### src/rtl/fm_readout_ctrl.sv
`default_nettype none
// ============================================================================
// Module   : fm_readout_ctrl
// Purpose  : Read-side sweep of the per-kernel feature map RAMs into the
//            matrix-multiply accumulators, with aligned valid/clear/last.
// Revision : 1.0 - initial release
// ============================================================================
module fm_readout_ctrl #(
    parameter int FM_DEPTH    = 16,
    parameter int NUM_KERNELS = 2,
    parameter int ADDR_W      = 4,
    parameter int SEL_W       = 1,
    parameter int RD_LATENCY  = 2,
    parameter int MAC_LATENCY = 1
) (
    input  logic              clock,
    input  logic              reset,
    input  logic              start,
    output logic [ADDR_W-1:0] fm_rd_addr,
    output logic [SEL_W-1:0]  ram_select,
    output logic              rd_issue,
    output logic              rd_valid,
    output logic              acc_clear,
    output logic              last_beat,
    output logic              product_rdy,
    output logic              fm_release,
    output logic              busy
);

    localparam logic [ADDR_W-1:0] c_addr_last = ADDR_W'(FM_DEPTH - 1);
    localparam logic [SEL_W-1:0]  c_sel_last  = SEL_W'(NUM_KERNELS - 1);

    typedef enum logic [1:0] {
        S_IDLE  = 2'd0,
        S_READ  = 2'd1,
        S_DRAIN = 2'd2,
        S_DONE  = 2'd3
    } state_t;

    state_t r_state;

    logic [RD_LATENCY-1:0] r_valid_pipe;
    logic [RD_LATENCY-1:0] r_clear_pipe;
    logic [RD_LATENCY-1:0] r_last_pipe;

    logic w_first_issue;
    logic w_last_issue;
    logic w_drain_done;

    // Beat markers are derived from the live request so they ride the same pipe as rd_issue
    assign w_first_issue = rd_issue && (fm_rd_addr == '0) && (ram_select == '0);
    assign w_last_issue  = rd_issue && (fm_rd_addr == c_addr_last) && (ram_select == c_sel_last);

    always_ff @(posedge clock) begin
        if (reset) begin
            r_state     <= S_IDLE;
            fm_rd_addr  <= '0;
            ram_select  <= '0;
            rd_issue    <= 1'b0;
            product_rdy <= 1'b0;
            fm_release  <= 1'b0;
            busy        <= 1'b0;
        end else begin
            product_rdy <= 1'b0;
            fm_release  <= 1'b0;
            case (r_state)
                S_IDLE: begin
                    if (start) begin
                        r_state    <= S_READ;
                        rd_issue   <= 1'b1;
                        fm_rd_addr <= '0;
                        ram_select <= '0;
                        busy       <= 1'b1;
                    end
                end
                S_READ: begin
                    if (w_last_issue) begin
                        r_state    <= S_DRAIN;
                        rd_issue   <= 1'b0;
                        fm_rd_addr <= '0;
                        ram_select <= '0;
                    end else if (ram_select == c_sel_last) begin
                        ram_select <= '0;
                        fm_rd_addr <= fm_rd_addr + ADDR_W'(1);
                    end else begin
                        ram_select <= ram_select + SEL_W'(1);
                    end
                end
                S_DRAIN: begin
                    if (w_drain_done) begin
                        r_state     <= S_DONE;
                        product_rdy <= 1'b1;
                        fm_release  <= 1'b1;
                    end
                end
                S_DONE: begin
                    // Wait for the full level to drop so a stale start cannot retrigger
                    if (!start) begin
                        r_state <= S_IDLE;
                        busy    <= 1'b0;
                    end
                end
                default: begin
                    r_state    <= S_IDLE;
                    rd_issue   <= 1'b0;
                    fm_rd_addr <= '0;
                    ram_select <= '0;
                    busy       <= 1'b0;
                end
            endcase
        end
    end

    always_ff @(posedge clock) begin
        if (reset) begin
            r_valid_pipe <= '0;
            r_clear_pipe <= '0;
            r_last_pipe  <= '0;
        end else begin
            r_valid_pipe[0] <= rd_issue;
            r_clear_pipe[0] <= w_first_issue;
            r_last_pipe[0]  <= w_last_issue;
            for (int i = 1; i < RD_LATENCY; i++) begin
                r_valid_pipe[i] <= r_valid_pipe[i-1];
                r_clear_pipe[i] <= r_clear_pipe[i-1];
                r_last_pipe[i]  <= r_last_pipe[i-1];
            end
        end
    end

    assign rd_valid  = r_valid_pipe[RD_LATENCY-1];
    assign acc_clear = r_clear_pipe[RD_LATENCY-1];
    assign last_beat = r_last_pipe[RD_LATENCY-1];

    // Drain ends one cycle before the final sum lands, since product_rdy is registered
    generate
        if (MAC_LATENCY == 1) begin : g_mac_direct
            assign w_drain_done = last_beat;
        end else begin : g_mac_pipe
            logic [MAC_LATENCY-2:0] r_mac_pipe;
            always_ff @(posedge clock) begin
                if (reset) begin
                    r_mac_pipe <= '0;
                end else begin
                    r_mac_pipe[0] <= last_beat;
                    for (int i = 1; i < MAC_LATENCY - 1; i++) begin
                        r_mac_pipe[i] <= r_mac_pipe[i-1];
                    end
                end
            end
            assign w_drain_done = r_mac_pipe[MAC_LATENCY-2];
        end
    endgenerate

endmodule
`default_nettype wire

### config.mk
export PLATFORM = sky130hd
export DESIGN_NAME = fm_readout_ctrl
export DESIGN_NICKNAME = d
export VERILOG_FILES = /design/src/rtl/fm_readout_ctrl.sv
export SDC_FILE = /design/constraint.sdc
export NUM_CORES = 1
export LEC_CHECK = 0
export CORE_MARGIN = 10
export CORE_UTILIZATION = 52
export DETAILED_ROUTE_END_ITERATION = 8
export PLACE_DENSITY = 0.86
export SLEW_MARGIN = 20
export SYNTH_ARGS = -nofsm -noshare
export SYNTH_HDL_FRONTEND = slang
export SYNTH_SLANG_ARGS = --single-unit
### constraint.sdc
create_clock -name clock -period 3.23 [get_ports clock]
set_clock_uncertainty 0.1 [all_clocks]
set_input_delay 0.646 -clock clock [delete_from_list [all_inputs] [get_ports clock]]
set_output_delay 0.646 -clock clock [all_outputs]
set_load 0.01 [all_outputs]
==> reports/metrics.cfg, run 1 <==
[grt]
grt_pass1_vias=541
grtUsageMet2=0.140
gr-usage-met3=0.0305
antenna_found_initial=0
grt_pass1_wl_mm=2.45
overflow=0
global_route.usage.met1=0.101
grt_busiest_layer=met2
grt_max_degree=13
grt_usage=0.0925

[layout]
drive_gt1_frac=0.0753
utilization=0.698
nFillCells=110
nets=104
regArea_um2=320
fin_area_um2=931
diodes=0
syn_to_final_growth_pct=24.6
multi_input_area_um2=393

[synthesis]
synth.distinct_cells=25
synth_cells=77
synth_seq_cells=16
synthFlopType=dfxtp_1
async_reset_ff_frac=0
synth_most_common_cell=dfxtp_1
yosys-top-cells-area=dfxtp_1 43%, ha_1 12%, nor2_1 5.0%, nor2b_1 5.0%, a2111oi_4 3.7%
synth_commonest_cells=16 x dfxtp_1, 10 x nor2_1, 7 x ha_1
synth.avg_cell_area_um2=9.70
syn_nets=87
yosys.area.top_type=dfxtp_1
yosysWarnings=0
synth_top_cell_area_share=0.429
synth_edf_count=0
netlist_area_um2=747
synth_seq_area_share=0.429

[floorplan]
core_um2=1330
die_area_um2=3350
die_y_um=57.9
ioPinCount=15
rows=13
die_w_um=57.9
initial_core_util=0.560

[run_status]
status=completed

[routing]
wire_per_inst_um=13.1
wl_mm=1.42
drt_iter0_drc=1
route.detailed.drc=0
detail_route.first_pass.iterations=3
vias=572
ant_nets=0
routed_via_density=5.30

[sta]
slew_viol_final=0
setup_viol=0
hold_viol_final=0
timing.final.crit_period_ns=2.04
finalCritPeriodShare=0.632
slew_headroom=0.732
fmax_ghz=0.490
fin_tns_setup_ns=0
tightestPinTransition_ns=0.401
rsz0062_at_grt=false

[critical_path]
reg2reg_slack_ns=1.36
cp.required_ns=2.48
worst-path-buf-inv=1
critPathTopFamily=buffers and inverters
cp_slowest_cell=clkdlybuf4s50_1
arrival_ns=1.30
crit_path_max_fanout=5
end_kind=primary output
rr_worst_depth=6
r2r_end=r_state[1]$_SDFFE_PP0P_
crit_type=reg -> out
path_cells=clkdlybuf4s50_1
start_kind=flip-flop
rr_startpoint=r_state[1]$_SDFFE_PP0P_
worst_path_largest_cell_delay_ns=0.59

[power]
power.static_leakage_nw=0.376
power_uw=715
power_density_nw_per_um2=768
max-vdd-ir-drop_mv=0.397

[worst_hold_path]
min_to=r_last_pipe[1]$_SDFF_PP0_
min-delay-start=r_last_pipe[0]$_SDFF_PP0_
holdCritPathClass=reg -> reg
holdPathStages=1

[clocking]
cts_setup_buffers=0
hold_buffers=0
cts_resized=0
clk_latency_ns=0.29
path_clk_slew_ns=0.10
cts-root-buf=clkbuf_4
cts_made_buffers=3
htreeDepth=1
clockBufferDepth=2
tritoncts=done
clock-sinks=16

[placed_design]
portBuffers=14
dp_hpwl_mm=1.11
gp_congestion=0.778
post_dp_cell_area_um2=895

[run]
cap_violations=0

-- routing by layer --
layer | share of wire | vias to the layer above
met1 | 0.44 | 268
met4 | 0.037 | 0
met5 | 0 | -
met3 | 0.069 | 5
li1 | - | 286
met2 | 0.46 | 13
-- state kept, by name, summed over array words and instances, names as in the netlist, 2 cells and up --
name / flops
r_valid_pipe: 2
r_state: 2
r_last_pipe: 2
fm_rd_addr: 4
r_clear_pipe: 2
-- final cells by class --
cell class	instances	share of cell area
clock buffers	4	0.0390
inverters	6	0.0242
multi-input cells	53	0.422
flip-flops and latches	16	0.344
well taps	15	0.0202
repair buffers	14	0.151
-- worst max path at each step --
stage	startpoint	endpoint	slack (ns)	cells after the start
after CTS	ram_select$_SDFFE_PP0P_	ram_select	1.17	1
after global routing	rd_issue$_SDFFE_PP0P_	rd_issue	1.11	1
after detailed placement	start	r_state[1]$_SDFFE_PP0P_	0.87	5
final	ram_select$_SDFFE_PP0P_	ram_select	1.19	1
after global placement	start	r_state[1]$_SDFFE_PP0P_	0.93	5
after floorplan	r_state[0]$_SDFFE_PP0P_	r_state[1]$_SDFFE_PP0P_	1.52	6
-- through the flow --
step / hold WS, ns / std cells / setup WS [ns]
after floorplan: 0.314 / 77 / 1.52
after global placement: 0.324 / 104 / 0.931
after detailed placement: 0.323 / 104 / 0.875
after CTS: 0.346 / 108 / 1.17
after global routing: 0.362 / 108 / 1.11
final: 0.341 / 108 / 1.19
-- power by group --
part / leakage, nW / switching, mW / total, mW / internal (mW)
registers: 0.131 / 0.0372 / 0.272 / 0.235
logic: 0.224 / 0.159 / 0.310 / 0.151
clock network: 0.0210 / 0.0641 / 0.133 / 0.0687
-- layout by cell type, fill, tap and decap left out --
master	netlist	final
a2111oi_4	1	1
a211oi_1	1	1
a21o_1	1	1
a21oi_1	3	3
and2_1	1	1
clkbuf_4	0	3
clkbuf_8	0	1
clkdlybuf4s50_1	0	14
dfxtp_1	16	16
ha_1	7	7
inv_1	6	6
mux2_1	1	1
mux2_2	1	1
mux2i_1	2	2
nand2_1	1	1
nand2b_1	2	2
nand3_1	2	2
nand4_2	1	1
nor2_1	10	10
nor2b_1	6	6
nor3_1	2	2
nor3b_1	1	1
nor4_1	1	1
o21ai_0	4	4
o21bai_1	2	2
xnor2_1	3	3
-- kinds of logic (layout without fill, tap and decap cells) --
logic type / after synthesis / in the layout / share of synthesized area
compound gates: 12 / 12 / 0.124
buf+inv: 8 / 24 / 0.0452
fa+ha+maj: 7 / 7 / 0.117
mux: 4 / 4 / 0.0570
flops: 16 / 16 / 0.429
simple gates: 27 / 27 / 0.193
xor+xnor: 3 / 3 / 0.0352
(Power assumes the default switching activity.)
==> inputs of run 2 (changes only) <==
CORE_UTILIZATION = 43   (was 52)
PLACE_DENSITY = 0.76   (was 0.86)
clock period = 1.8 ns   (was 3.23 ns; I/O delays follow)
==> run 2 against run 1 <==
Compared with the run above: via count fell by 0.17%; sequential power rose by 80%; register-to-register slack got worse by 1.3 ns; critical path type is now in -> reg; critical endpoint is now r_state[1]$_SDFFE_PP0P_; highest routed layer unchanged.
==> reports/metrics.cfg, run 2 (synthesized netlist as in run 1, its figures left out) <==
[sta]
setup_viol=0  ; unchanged
setup_slack_ns=0.0326  ; -1.16 ns
finalCritPeriodShare=0.982
slew_headroom=0.782  ; +0.0505
tightestPinTransition_ns=0.318  ; -0.0835 ns
timing.final.crit_period_ns=1.77
hold_viol_final=0  ; unchanged
slew_viol_final=0  ; unchanged
fmax_ghz=0.566

[routing]
met1Wirelength_um=712  ; +15%
routed_via_density=4.80  ; -9.4%
vias=571  ; -0.17%
detail_route.first_pass.iterations=4  ; +1
route.detailed.drc=0  ; unchanged
ant_nets=0  ; unchanged
highest_layer=met4
wire_per_inst_um=12.6  ; -4.0%
met3_length_um=50  ; -49%
drt_iter0_drc=15  ; +14
wl_met2_um=705  ; +9.5%
wl_mm=1.50  ; +5.8%

[clocking]
clk_latency_ns=0.28  ; about the same
hold_buffers=0  ; unchanged
clockBufferDepth=2  ; unchanged
cts_made_buffers=3  ; unchanged
clock-sinks=16  ; unchanged
tritoncts=done
path_clk_slew_ns=0.09  ; about the same
htreeDepth=1  ; unchanged
cts-root-buf=clkbuf_4

[layout]
top_register=fm_rd_addr
largest_reg_flops=4  ; unchanged
diodes=0  ; unchanged
layout_commonest_cell=clkdlybuf4s50_1
final_cell_mix=12 x clkdlybuf4s50_1, 11 x dfxtp_1, 10 x nor2_1
nets=113  ; +8.7%
drive_gt1_frac=0.235  ; +0.160
syn_to_final_growth_pct=35.8
utilization=0.601  ; -0.0972

[placed_design]
dp_hpwl_mm=1.13  ; +1.1%
portBuffers=14  ; unchanged
gp_congestion=0.795  ; +2.2%
pre_cts_ws_ns=-0.199  ; -1.07 ns

[critical_path]
rr_startpoint=r_state[0]$_SDFFE_PP0P_
start_kind=input pin
crit_type=in -> reg
rr_worst_depth=6  ; unchanged
reg2reg_slack_ns=0.06  ; -1.30 ns
r2r_end=r_state[1]$_SDFFE_PP0P_
path_cells=clkdlybuf4s50_1 > mux2_2 > a2111oi_4 > mux2i_1 > nor2_1
cp_slowest_cell=clkdlybuf4s50_1
arrival_ns=1.85  ; +0.55 ns
worst_path_largest_cell_delay_ns=0.49  ; -0.10 ns
crit_path_max_fanout=3  ; -2
end_kind=flip-flop
worst-path-buf-inv=1  ; unchanged
cp.required_ns=1.89  ; -0.59 ns
critPathTopFamily=multiplexers
startpoint=start

[grt]
grt_max_degree=10  ; -3
overflow=0  ; unchanged
grt_pass1_wl_mm=2.30  ; -5.9%
antenna_found_initial=0  ; unchanged
grt_pass1_vias=554  ; +2.4%
grt_usage=0.0823  ; -0.0102

[power]
clkPwrFrac=0.172  ; -0.014
power.static_leakage_nw=0.456  ; +21%
intPower_uw=894  ; +97%
power_density_nw_per_um2=1360  ; +77%
power_mw=1.38  ; +93%
max-vdd-ir-drop_mv=0.741  ; +86%
pwr-share-seq=0.356  ; -0.025
power_frac_comb=0.472  ; +0.039
switchingPower_uw=482  ; +85%
swShare=0.350  ; -0.0142

[worst_hold_path]
holdCritPathClass=reg -> reg
min_to=r_valid_pipe[1]$_SDFF_PP0_
holdPathStages=1  ; unchanged
min-delay-start=r_valid_pipe[0]$_SDFF_PP0_

[run_status]
status=completed

[floorplan]
initial_core_util=0.442  ; -0.118
ioPinCount=15  ; unchanged
core_um2=1690  ; +27%
die_w_um=61.7  ; +6.5%
die_y_um=61.7  ; +6.5%
rows=15  ; +2
die_area_um2=3800  ; +13%

[run]
cap_violations=0  ; unchanged

run 2: changes by cell type in the layout (fill, tap and decap cells not counted):
cell,previous run,this run
clkdlybuf4s50_1,14,12
buf_4,0,9
inv_2,0,1
dfxtp_2,0,5
mux2_2,1,2
dfxtp_1,16,11
dlymetal6s2s_1,0,2
ha_2,0,1
mux2_1,1,0
ha_1,7,6
inv_1,6,5
run 2: through the flow:
stage	area [µm²]	std cells	setup TNS, ns	hold slack [ns]
2_1_floorplan	747	77	0	0.314
6_report	1010	119	0	0.345
3_5_place_dp	950	113	-0.383	0.329
4_1_cts	986	117	0	0.353
5_1_grt	1010	119	-0.0309	0.373
3_3_place_gp	950	113	-0.253	0.317
run 2: repair_timing:
item,in CTS,in global routing
setup endpoints to repair,0,10
resized for setup,0,10
setup buffers,0,2
run 2: area by class of cell:
cell class	count	area (µm²)
clock buffer	4	36.3
timing repair buffer	23	213
tap	17	21.3
sequential	16	327
fill	145	674
multi-input combinational	53	395
inverter	6	22.5
run 2: routing by layer:
layer,GRT usage,vias up
met5,0,-
met4,0.0764,0
met3,0.0186,2
met2,0.123,8
met1,0.0942,257
li1,-,304
run 2: how the worst max path moves through the flow:
stage / depth (start not counted) / to
2_1_floorplan: 6 / r_state[1]$_SDFFE_PP0P_
3_3_place_gp: 5 / r_state[1]$_SDFFE_PP0P_
3_5_place_dp: 5 / r_state[1]$_SDFFE_PP0P_
4_1_cts: 6 / r_state[1]$_SDFFE_PP0P_
5_1_grt: 6 / r_state[0]$_SDFFE_PP0P_
6_report: 5 / r_state[1]$_SDFFE_PP0P_
run 2: power by group through the flow:
stage / Combinational (mW) / Clock, mW / Sequential [mW]
2_1_floorplan: 0.385 / 0 / 0.499
5_1_grt: 0.712 / 0.259 / 0.499
6_report: 0.650 / 0.236 / 0.490
3_3_place_gp: 0.586 / 0 / 0.486
3_5_place_dp: 0.603 / 0 / 0.489
4_1_cts: 0.605 / 0.242 / 0.482
==> inputs of run 3 (changes only) <==
CTS_CLUSTER_DIAMETER = 30   (was unset)
==> results of run 3 <==
Same layout as run 2: the final DEF is identical, and so are final timing and power.
